File: src/rtl/event_encoder_pkg.sv
// event_pkg: shared sizes, slot state encoding and one-hot helper for the event encoder
package event_pkg;
    localparam int N_SRC = 8;
    localparam int CODE_W = 3;
    typedef enum logic {EMPTY = 1'b0, FULL = 1'b1} slot_t;
    function automatic logic [N_SRC-1:0] onehot(input logic [CODE_W-1:0] i);
        return N_SRC'(1) << i;
    endfunction
endpackage

File: src/rtl/event_encoder_if.sv
// event_encoder_if: code output handshake between the encoder and its consumer
interface event_encoder_if;
    import event_pkg::*;
    logic [CODE_W-1:0] Dout;
    logic Dout_valid;
    logic Dout_ready;
    modport master(output Dout, output Dout_valid, input Dout_ready);
    modport slave(input Dout, input Dout_valid, output Dout_ready);
endinterface

File: src/rtl/event_encoder_prio_sel.sv
// prio_sel: finds the first set request at or after start, wrapping from the top index to 0
module prio_sel
    import event_pkg::*;
(
    input  logic [N_SRC-1:0]  req,
    input  logic [CODE_W-1:0] start,
    output logic              found,
    output logic [CODE_W-1:0] idx
);
    // scan from the far end downward so the closest hit to start is written last
    always_comb begin
        found = 1'b0;
        idx = start;
        for (int k = N_SRC - 1; k >= 0; k--) begin
            if (req[start + CODE_W'(k)]) begin
                found = 1'b1;
                idx = start + CODE_W'(k);
            end
        end
    end
endmodule

File: src/rtl/event_encoder.sv
// event_encoder: collects sticky event requests and issues their source codes one per handshake
module event_encoder
    import event_pkg::*;
#(
    parameter bit RR_EN = 1'b0
) (
    input  logic                clk,
    input  logic                rst_n,
    input  logic [N_SRC-1:0]    Din,
    event_encoder_if.master     out,
    output logic [N_SRC-1:0]    pending,
    output logic                overflow,
    output logic                busy
);
    slot_t state, state_nxt;
    logic [CODE_W-1:0] ptr, start, sel, code;
    logic [N_SRC-1:0] clr;
    logic found, load;

    assign start = RR_EN ? ptr : '0;
    assign load = found && (state == EMPTY || out.Dout_ready);
    assign clr = load ? onehot(sel) : '0;

    prio_sel u_sel (
        .req  (pending),
        .start(start),
        .found(found),
        .idx  (sel)
    );

    // slot state register
    always_ff @(posedge clk) begin
        if (!rst_n) state <= EMPTY;
        else state <= state_nxt;
    end

    // slot fills whenever it is free (empty or being accepted) and something is pending
    always_comb begin
        state_nxt = (state == EMPTY || out.Dout_ready) ? (found ? FULL : EMPTY) : FULL;
    end

    // outputs derived from registered state
    always_comb begin
        out.Dout_valid = (state == FULL);
        out.Dout = code;
        busy = (|pending) | (state == FULL);
    end

    // code, round-robin pointer, sticky pending and overflow; a re-request of the bit being loaded is a fresh event
    always_ff @(posedge clk) begin
        if (!rst_n) begin
            code <= '0;
            ptr <= '0;
            pending <= '0;
            overflow <= 1'b0;
        end else begin
            if (load) begin
                code <= sel;
                ptr <= sel + CODE_W'(1);
            end
            pending <= (pending & ~clr) | Din;
            overflow <= overflow | (|(Din & pending & ~clr));
        end
    end
endmodule

File: src/flat_wrapper.sv
// flat-port wrapper written by rule: the top's interface ports become plain ports
module event_encoder_flat import event_pkg::*;
#(
    parameter bit RR_EN = 1'b0
)
  (clk, rst_n, Din, pending, overflow, busy, out_Dout, out_Dout_valid, out_Dout_ready);
  event_encoder_if out_i ();
  input  logic clk;
  input  logic rst_n;
  input  logic [N_SRC-1:0] Din;
  output logic [N_SRC-1:0] pending;
  output logic overflow;
  output logic busy;
  output wire logic [$bits(out_i.Dout)-1:0] out_Dout;
  output wire logic [$bits(out_i.Dout_valid)-1:0] out_Dout_valid;
  input wire logic [$bits(out_i.Dout_ready)-1:0] out_Dout_ready;
  assign out_Dout = out_i.Dout;
  assign out_Dout_valid = out_i.Dout_valid;
  assign out_i.Dout_ready = out_Dout_ready;
  event_encoder #(.RR_EN(RR_EN)) u_core (.clk(clk), .rst_n(rst_n), .Din(Din), .out(out_i), .pending(pending), .overflow(overflow), .busy(busy));
endmodule
File: config.mk
export PLATFORM = sky130hd
export DESIGN_NAME = event_encoder_flat
export DESIGN_NICKNAME = d
export VERILOG_FILES = /design/src/rtl/event_encoder_pkg.sv /design/src/rtl/event_encoder_if.sv /design/src/rtl/event_encoder_prio_sel.sv /design/src/rtl/event_encoder.sv /design/src/flat_wrapper.sv
export SDC_FILE = /design/constraint.sdc
export NUM_CORES = 1
export LEC_CHECK = 0
export ABC_AREA = 1
export ABC_CLOCK_PERIOD_IN_PS = 2810
export CAP_MARGIN = 0
export CORE_MARGIN = 2
export CORE_UTILIZATION = 42
export DETAILED_ROUTE_END_ITERATION = 8
export PLACE_DENSITY_LB_ADDON = 0.08
export SYNTH_ARGS = -nofsm -noshare
export SYNTH_HDL_FRONTEND = slang
export SYNTH_SLANG_ARGS = --single-unit
File: constraint.sdc
create_clock -name clk -period 2.81 [get_ports clk]
set_input_delay 0.7025 -clock clk [delete_from_list [all_inputs] [get_ports clk]]
set_output_delay 0.7025 -clock clk [all_outputs]
set_load 0.02 [all_outputs]
==> results.sh, run 1 <==
export IMPL_status="completed"
export IMPL_synth_top_area_share_pct=37.0
export IMPL_drt_total_wl_microns=1510
export IMPL_multi_input_area_sq_um=368
export IMPL_synth_top_area_cell="dfxtp_1"
export IMPL_power_share_switching_pct=32.0
export IMPL_drc=0
export IMPL_core_sq_um=1540
export IMPL_fillCellCount=154
export IMPL_holdWs_ns=0.477
export IMPL_synth_most_common_cell="nand2_1"
export IMPL_slowest_stage="clkdlybuf4s50_1"
export IMPL_endpoint_kind="output port"
export IMPL_min_path_type="flip-flop to flip-flop"
export IMPL_fp_dieW_microns=44.9
export IMPL_cts_sinks=13
export IMPL_drv_slew=0
export IMPL_hold_violations=0
export IMPL_cts_setup_buffers=0
export IMPL_skew_ns=0.00466
export IMPL_maxCapViolations=0
export IMPL_total_power_mw=0.472
export IMPL_grt_total_usage_pct=17.8
export IMPL_worst_path_most_repeated_cell="nand2_1"
export IMPL_fmax_mhz=394
export IMPL_syn_nets=120
export IMPL_clk_pin_slew_ns=0.08
export IMPL_critPathRequiredTime_ns=2.11
export IMPL_syn_instance_count=109
export IMPL_io_pins=25
export IMPL_p_int_mw=0.320
export IMPL_ctsHtreeMaxLevel=1
export IMPL_synthTopCellsByArea="dfxtp_1 37%, nand2_1 14%, nor2_1 9.1%, a21oi_1 8.5%, inv_1 8.0%"
export IMPL_grt_max_degree=12
export IMPL_dp_hpwl_microns=1240
export IMPL_cp_data_arrival_time_ns=1.84
export IMPL_grt_pass1_vias=678
export IMPL_min_period_ns=2.54
export IMPL_min_period_over_period_pct=90.4
export IMPL_ys_seq_elements=13
export IMPL_synth_edf_count=0
export IMPL_dr_pass1_iters=4
export IMPL_ctsLongestPathBuffers=2
export IMPL_peakVddDrop_mv=0.347
export IMPL_grt_pass1_wl_microns=2670
export IMPL_seq_area_sq_um=260
export IMPL_synthArstFlopShare_pct=0
export IMPL_dieHeight_microns=44.9
export IMPL_antenna_found_initial=0
export IMPL_synthFlopType="dfxtp_1"
export IMPL_p_leak_nw=0.475
export IMPL_pre_cts_slack_ns=0.590
export IMPL_syn_to_final_growth_pct=40.2
export IMPL_first_iter_violations=21
export IMPL_yosysUniqueCellTypes=16
export IMPL_start_util_pct=45.6
export IMPL_yosys_warnings=0
export IMPL_p_seq_share_pct=45.3
export IMPL_dp_cells=148
export IMPL_reg2reg_depth=10
export IMPL_vias=725
export IMPL_rsz0062_at_grt="false"
export IMPL_nets=148
export IMPL_critical_path_cell_chain="nor2_2 -> nand2_1 -> nor2_1 -> nand2_1 -> clkdlybuf4s50_1"
export IMPL_syn_area_per_cell_sq_um=6.45
export IMPL_wl_per_cell_microns=9.93
export IMPL_pwr_share_clk_pct=23.9
export IMPL_cp_endpoint="busy"
export IMPL_setup_violations=0
export IMPL_power_frac_comb_pct=30.8
export IMPL_reg2reg_to="u_core.overflow"
export IMPL_ys_seq_area_share_pct=37.0
export IMPL_clk_latency_ns=0.27
export IMPL_worst_slew_pin_transition_ns=0.359
export IMPL_worst_setup_path_start_kind="flip-flop"
export IMPL_vias_per_cell=4.77
export IMPL_powerDensity_nw_per_um2=478
export IMPL_cts_tree="built"
export IMPL_syn_cell_area_sq_um=703
export IMPL_p_sw_mw=0.151
export IMPL_drtAntennaViolNets=0
export IMPL_numPortBuffers=24
export IMPL_path_class="flip-flop to output port"
export IMPL_synth_commonest_cells="26 x nand2_1, 17 x nor2_1, 15 x inv_1"
export IMPL_overflow=0
export IMPL_r2r_start="u_core.pending[4]"
export IMPL_drive_gt1_share_pct=12.5
export IMPL_reg2reg_slack_ns=1.35
export IMPL_root_buffer="clkbuf_4"
export IMPL_num_rows=14
export IMPL_dieArea_sq_um=2020
export IMPL_path_max_fanout=5
export IMPL_routabilityCongestion=0.797
export IMPL_cts_repair_resized=0
export IMPL_cts_buffers_inserted=3
export IMPL_max_slew_margin_pct=76.0
export IMPL_cts_hold_buf=0
export IMPL_critical_path_max_stage_delay_ns=0.54
export IMPL_antenna_cells=0
export IMPL_setup_ws_ns=0.271
export IMPL_setup_tns_ns=0
export IMPL_final_cells=152
export IMPL_critPathLaunch="u_core.pending[0]"
## power by group through the flow
stage | logic [mW] | registers [mW] | clock network, mW
after floorplan | 0.0700 | 0.235 | 0
after global placement | 0.145 | 0.217 | 0
after detailed placement | 0.146 | 0.218 | 0
after CTS | 0.146 | 0.214 | 0.118
after global routing | 0.162 | 0.216 | 0.124
final | 0.145 | 0.214 | 0.112
## cell families (layout without fill, tap and decap cells)
group | count (synthesis) | in the layout | synth area share, %
flops | 13 | 13 | 37.0
simple gates | 57 | 57 | 37.0
buf+inv | 20 | 47 | 10.7
compound gates | 19 | 19 | 15.3
## final cells by class
class                           instances  area share, %
Inverter                               19           7.23
Sequential cell                        13           26.4
Multi-Input combinational cell         76           37.3
Tap cell                               16           2.03
Timing Repair Buffer                   24           24.4
Clock buffer                            4           2.66
## worst max-delay path, delay by kind of cell, from the launching register on
family | cells | cell delay, ns
simple gates | 4 | 0.66
buf+inv | 1 | 0.54
flops | 1 | 0.37
## stage by stage
step / utilization (%) / cell area, sq um
after floorplan: - / 703
after global placement: 62.3 / 960
after detailed placement: 62.3 / 960
after CTS: 64.0 / 986
after global routing: 64.0 / 986
final: 64.0 / 986
## how the worst min path moves through the flow
stage | end | slack (ns) | cells after the start | start
final | u_core.out.Dout[2] | 0.48 | 2 | u_core.out.Dout[2]
after global routing | u_core.out.Dout[2] | 0.54 | 2 | u_core.out.Dout[2]
after CTS | u_core.out.Dout[2] | 0.48 | 2 | u_core.out.Dout[2]
after detailed placement | u_core.out.Dout[2] | 0.47 | 2 | u_core.out.Dout[2]
after global placement | u_core.out.Dout[2] | 0.47 | 2 | u_core.out.Dout[2]
after floorplan | u_core.out.Dout[2] | 0.55 | 2 | u_core.out.Dout[2]
## registers in the layout, indices dropped and copies added (netlist names)
name,flops
u_core.overflow,1
u_core.pending,8
u_core.out.Dout,3
u_core.out.Dout_valid,1
## per-layer routing
metal | wire length (microns) | GRT usage (%) | vias to the layer above
met5 | 0 | 0 | -
met4 | 19 | 8.82 | 0
met3 | 83 | 2.40 | 2
met1 | 753 | 23.6 | 306
li1 | - | - | 392
met2 | 654 | 28.4 | 25
## cell usage in the layout, fill, tap and decap left out
cell type        synthesis  layout
a21oi_1                 12      12
a21oi_2                  2       2
a31o_2                   1       1
a31oi_1                  1       1
clkbuf_1                 1       1
clkbuf_4                 0       3
clkdlybuf4s50_1          0      24
dfxtp_1                 13      13
inv_1                   15      15
inv_2                    4       4
nand2_1                 26      26
nand2_4                  3       3
nand3_1                  6       6
nand3_2                  1       1
nand4_1                  1       1
nor2_1                  17      17
nor2_2                   3       3
o21ai_0                  3       3
No activity file was read; power rests on OpenSTA's default activity.
==> run 2, diff against run 1 <==
DONT_BUFFER_PORTS = 1   (was default)
==> run 2 against run 1 <==
  * Register-to-register slack got worse by 0.11 ns
  * Die area unchanged
  * Clock skew decreased by 0.0026 ns
  * Via count decreased by 11%
  * Sequential power increased by 9.3%
  * Utilization decreased by 16 points
  * Sequential cell count unchanged
  * First-iteration DRC count decreased by 81%
  * Non-clock buffer count decreased by 24
  * Hold slack improved by 0.062 ns
  * Critical path type unchanged
  * Largest cell class unchanged
==> results.sh, run 2 (synthesis gave the netlist of run 1 again) <==
export IMPL_status="completed"
export IMPL_drtAntennaViolNets=0
export IMPL_grt_pass1_vias=601
export IMPL_drive_gt1_share_pct=15.2
export IMPL_min_path_type="input pin to flip-flop"
export IMPL_fin_area_sq_um=746
export IMPL_regMostFlops="u_core.pending"
export IMPL_vias=647
export IMPL_dieHeight_microns=44.9
export IMPL_cts_repair_resized=0
export IMPL_io_pins=25
export IMPL_grtUsageMet1_pct=20.3
export IMPL_skew_ns=0.00203
export IMPL_core_sq_um=1540
export IMPL_endpoint_kind="output port"
export IMPL_routabilityCongestion=0.777
export IMPL_reg2reg_slack_ns=1.24
export IMPL_dp_hpwl_microns=1170
export IMPL_hold_violations=0
export IMPL_dp_cells=124
export IMPL_antenna_cells=0
export IMPL_nets=124
export IMPL_worst_setup_path_start_kind="flip-flop"
export IMPL_clk_pin_slew_ns=0.08
export IMPL_final_cell_mix="26 x nand2_1, 17 x nor2_1, 15 x inv_1"
export IMPL_grt_use_met3_pct=3.60
export IMPL_final_cells=128
export IMPL_num_rows=14
export IMPL_p_leak_nw=0.384
export IMPL_overflow=0
export IMPL_syn_to_final_growth_pct=6.05
export IMPL_cts_hold_buf=0
export IMPL_min_period_over_period_pct=79.6
export IMPL_grt_total_usage_pct=16.3
export IMPL_final_common_cell="nand2_1"
export IMPL_grt_max_degree=12
export IMPL_fp_dieW_microns=44.9
export IMPL_fmax_mhz=447
export IMPL_post_dp_cell_area_sq_um=719
export IMPL_cp_data_arrival_time_ns=1.53
export IMPL_powerDensity_nw_per_um2=581
export IMPL_antenna_found_initial=0
export IMPL_fillCellCount=176
export IMPL_busiest_layer="met2"
export IMPL_max_slew_margin_pct=74.3
export IMPL_critPathRequiredTime_ns=2.11
export IMPL_grt_pass1_wl_microns=2400
export IMPL_ctsLongestPathBuffers=2
export IMPL_cts_setup_buffers=0
export IMPL_use_met2_pct=26.1
export IMPL_drt_total_wl_microns=1460
export IMPL_cts_tree="built"
export IMPL_setup_violations=0
export IMPL_worst_slew_pin_transition_ns=0.385
export IMPL_start_util_pct=45.6
export IMPL_path_max_fanout=5
export IMPL_clk_latency_ns=0.28
export IMPL_cts_buffers_inserted=3
export IMPL_largest_register_ff_count=8
export IMPL_peakVddDrop_mv=0.302
export IMPL_rsz0062_at_grt="false"
export IMPL_path_class="flip-flop to output port"
export IMPL_root_buffer="clkbuf_4"
export IMPL_worstHoldEndpoint="u_core.pending[6]"
export IMPL_drv_slew=0
export IMPL_wl_per_cell_microns=11.4
export IMPL_cts_sinks=13
export IMPL_min_period_ns=2.24
export IMPL_setup_tns_ns=0
export IMPL_maxCapViolations=0
export IMPL_vias_per_cell=5.05
export IMPL_min_path_cells=2
export IMPL_dieArea_sq_um=2020
export IMPL_r2r_start="u_core.pending[3]"
export IMPL_reg2reg_to="u_core.overflow"
export IMPL_reg2reg_depth=11
export IMPL_hp_start="Din[6]"
export IMPL_ctsHtreeMaxLevel=1
export IMPL_numPortBuffers=0
export IMPL_first_iter_violations=4
export IMPL_dr_pass1_iters=3
export IMPL_drc=0
[run 2: cell count changes in the layout (fill, tap and decap cells not counted), sizes merged]
cell,previous run,this run
clkdlybuf4s50,24,0
[run 2: worst max-delay path by stage]
stage	start	end	slack [ns]	cells after the start
after floorplan	u_core.pending[0]	busy	1.03	4
after global placement	u_core.pending[0]	busy	0.92	4
after detailed placement	u_core.pending[0]	busy	0.88	4
after CTS	u_core.pending[0]	busy	0.57	4
after global routing	u_core.pending[0]	busy	0.45	4
final	u_core.pending[0]	busy	0.57	4
[run 2: area by class of cell]
class                           count  area (sq um)  area share (%)
Multi-Input combinational cell     76           368            49.3
Clock buffer                        4          26.3            3.52
Sequential cell                    13           260            34.9
Inverter                           19          71.3            9.56
Tap cell                           16          20.0            2.68
[run 2: routing by layer]
| layer | share of wire [%] | up-vias |
|---|---|---|
| li1 | - | 345 |
| met1 | 49 | 280 |
| met2 | 43 | 17 |
| met3 | 5.7 | 5 |
| met4 | 2.1 | 0 |
| met5 | 0 | - |
[run 2: worst max-delay path: stages, from the launching register on]
cell and delay (ns):
dfxtp_1 0.42, nor2_2 0.29, nand2_1 0.13, nor2_1 0.22, nand2_1 0.20
[run 2: metrics by stage]
stage | utilization, % | hold slack, ns | setup WS, ns | total power, mW
finish | 48.4 | 0.538 | 0.573 | 0.433
global route | 48.4 | 0.546 | 0.451 | 0.459
CTS | 48.4 | 0.542 | 0.573 | 0.436
detailed placement | 46.7 | 0.574 | 0.882 | 0.321
global placement | 46.7 | 0.572 | 0.924 | 0.319
floorplan | - | 0.551 | 1.03 | 0.305
[run 2: power breakdown]
part / leakage (nW) / switching (mW) / internal [mW]
clock network: 0.0150 / 0.0624 / 0.0551
registers: 0.109 / 0.0343 / 0.199
logic: 0.260 / 0.0524 / 0.0295
total: 0.384 / 0.149 / 0.284
==> run 3, diff against run 2 <==
ABC_CLOCK_PERIOD_IN_PS = 2000   (was 2810)
clock period = 2 ns   (was 2.81 ns; I/O delays follow)
==> run 3 against run 2 <==
  * Cell area is 2.2% higher
  * Highest routed layer unchanged
  * Count of clock-buffer cells in the layout stayed put
  * Sequential cell count stayed put
  * Register-to-register slack worse by 0.81 ns
  * Die area stayed put
  * Cell count is 0.78% higher
  * Non-clock buffer count is 1 higher
==> results.sh, run 3 (synthesis gave the netlist of run 1 again) <==
export IMPL_cts_tree="built"
export IMPL_p_leak_nw=0.390
export IMPL_antenna_cells=0
export IMPL_path_class="flip-flop to output port"
export IMPL_total_power_mw=0.613
export IMPL_min_period_over_period_pct=93.2
export IMPL_numPortBuffers=0
export IMPL_fmax_mhz=536
export IMPL_rsz0062_at_grt="false"
export IMPL_min_period_ns=1.86
export IMPL_skew_ns=0.000774
export IMPL_grt_max_degree=12
export IMPL_setup_violations=0
export IMPL_dp_hpwl_microns=1150
export IMPL_critPathRequiredTime_ns=1.50
export IMPL_min_path_type="input pin to flip-flop"
export IMPL_fp_dieW_microns=44.9
export IMPL_fin_util_pct=49.4
export IMPL_dieHeight_microns=44.9
export IMPL_grt_pass1_vias=571
export IMPL_cts_sinks=13
export IMPL_syn_to_final_growth_pct=8.36
export IMPL_post_dp_cell_area_sq_um=727
export IMPL_clk_pin_slew_ns=0.08
export IMPL_root_buffer="clkbuf_4"
export IMPL_setup_tns_ns=0
export IMPL_cts_setup_buffers=0
export IMPL_vias=646
export IMPL_worst_setup_path_start_kind="flip-flop"
export IMPL_ctsLongestPathBuffers=2
export IMPL_io_pins=25
export IMPL_grt_pass1_wl_microns=2300
export IMPL_dr_pass1_iters=4
export IMPL_endpoint_kind="output port"
export IMPL_routabilityCongestion=0.762
export IMPL_drc=0
export IMPL_core_sq_um=1540
export IMPL_largest_register_ff_count=8
export IMPL_critical_path_max_stage_delay_ns=0.52
export IMPL_num_rows=14
export IMPL_critPathTopFamily="flip-flops"
export IMPL_multi_input_area_sq_um=375
export IMPL_antenna_found_initial=0
export IMPL_dieArea_sq_um=2020
export IMPL_maxCapViolations=0
export IMPL_status="completed"
export IMPL_drtAntennaViolNets=0
export IMPL_seq_area_sq_um=262
export IMPL_start_util_pct=45.6
export IMPL_hold_violations=0
export IMPL_overflow=0
export IMPL_nets=125
export IMPL_regMostFlops="u_core.pending"
export IMPL_path_max_fanout=5
export IMPL_final_cell_mix="26 x nand2_1, 16 x nor2_1, 15 x inv_1"
export IMPL_max_slew_margin_pct=75.4
export IMPL_drv_slew=0
export IMPL_powerDensity_nw_per_um2=804
export IMPL_cp_buffers_inverters=2
export IMPL_wl_per_cell_microns=11.1
export IMPL_fin_area_sq_um=762
export IMPL_peakVddDrop_mv=0.359
export IMPL_vias_per_cell=5.01
export IMPL_first_iter_violations=14
export IMPL_final_common_cell="nand2_1"
export IMPL_slowest_stage="dfxtp_1"
export IMPL_cp_data_arrival_time_ns=1.36
export IMPL_clk_latency_ns=0.28
export IMPL_fillCellCount=171
export IMPL_drt_total_wl_microns=1430
export IMPL_ctsHtreeMaxLevel=1
export IMPL_worst_slew_pin_transition_ns=0.369
export IMPL_grt_total_usage_pct=15.9
export IMPL_critical_path_cell_chain="inv_2 -> nand2_4 -> inv_2 -> nand2_1 -> nor2_2 -> nand2_1"
export IMPL_cts_buffers_inserted=3
export IMPL_drive_gt1_share_pct=17.7
## run 3: cell count changes in the layout (fill, tap and decap cells not counted), sizes merged
cell | previous run | this run
buf | 0 | 1
## run 3: layout make-up
type	count	area share, %
clock buffer	4	3.45
inverter	19	9.36
multi-input combinational	76	49.3
sequential	13	34.3
tap	16	2.63
timing repair buffer	1	0.985
## run 3: what timing repair did
action | in CTS | in global routing
setup endpoints to repair | 1 | 1
hold buffers | 0 | 0
gates resized for setup | 1 | 2
## run 3: per-layer routing
| metal | vias to the layer above | global-route usage (%) | part of all wire, % |
|---|---|---|---|
| met2 | 18 | 22.9 | 42 |
| li1 | 348 | - | - |
| met1 | 275 | 21.7 | 49 |
| met4 | 0 | 8.82 | 1.9 |
| met3 | 5 | 4.00 | 6.6 |
| met5 | - | 0 | 0 |
## run 3: through the flow
| step | setup slack (ns) | hold WS [ns] | std cells |
|---|---|---|---|
| 6_report | 0.135 | 0.336 | 129 |
| 5_1_grt | 0.0125 | 0.335 | 129 |
| 4_1_cts | 0.0597 | 0.338 | 129 |
| 3_5_place_dp | 0.299 | 0.573 | 125 |
| 3_3_place_gp | 0.337 | 0.571 | 125 |
| 2_1_floorplan | 0.418 | 0.551 | 109 |
## run 3: path summary, 6_finish.rpt
path | from | end | slack [ns] | cells after the start
min reg2reg | u_core.out.Dout[2] | u_core.out.Dout[2] | 0.58 | 2
max reg2reg | u_core.pending[3] | u_core.overflow | 0.43 | 13
max | u_core.pending[3] | busy | 0.14 | 6
min | Din[0] | u_core.pending[0] | 0.34 | 2
## run 3: power by group
part	switching, mW	total [mW]	internal [mW]
clock	0.0870	0.164	0.0774
sequential	0.0460	0.327	0.281
combinational	0.0777	0.122	0.0443
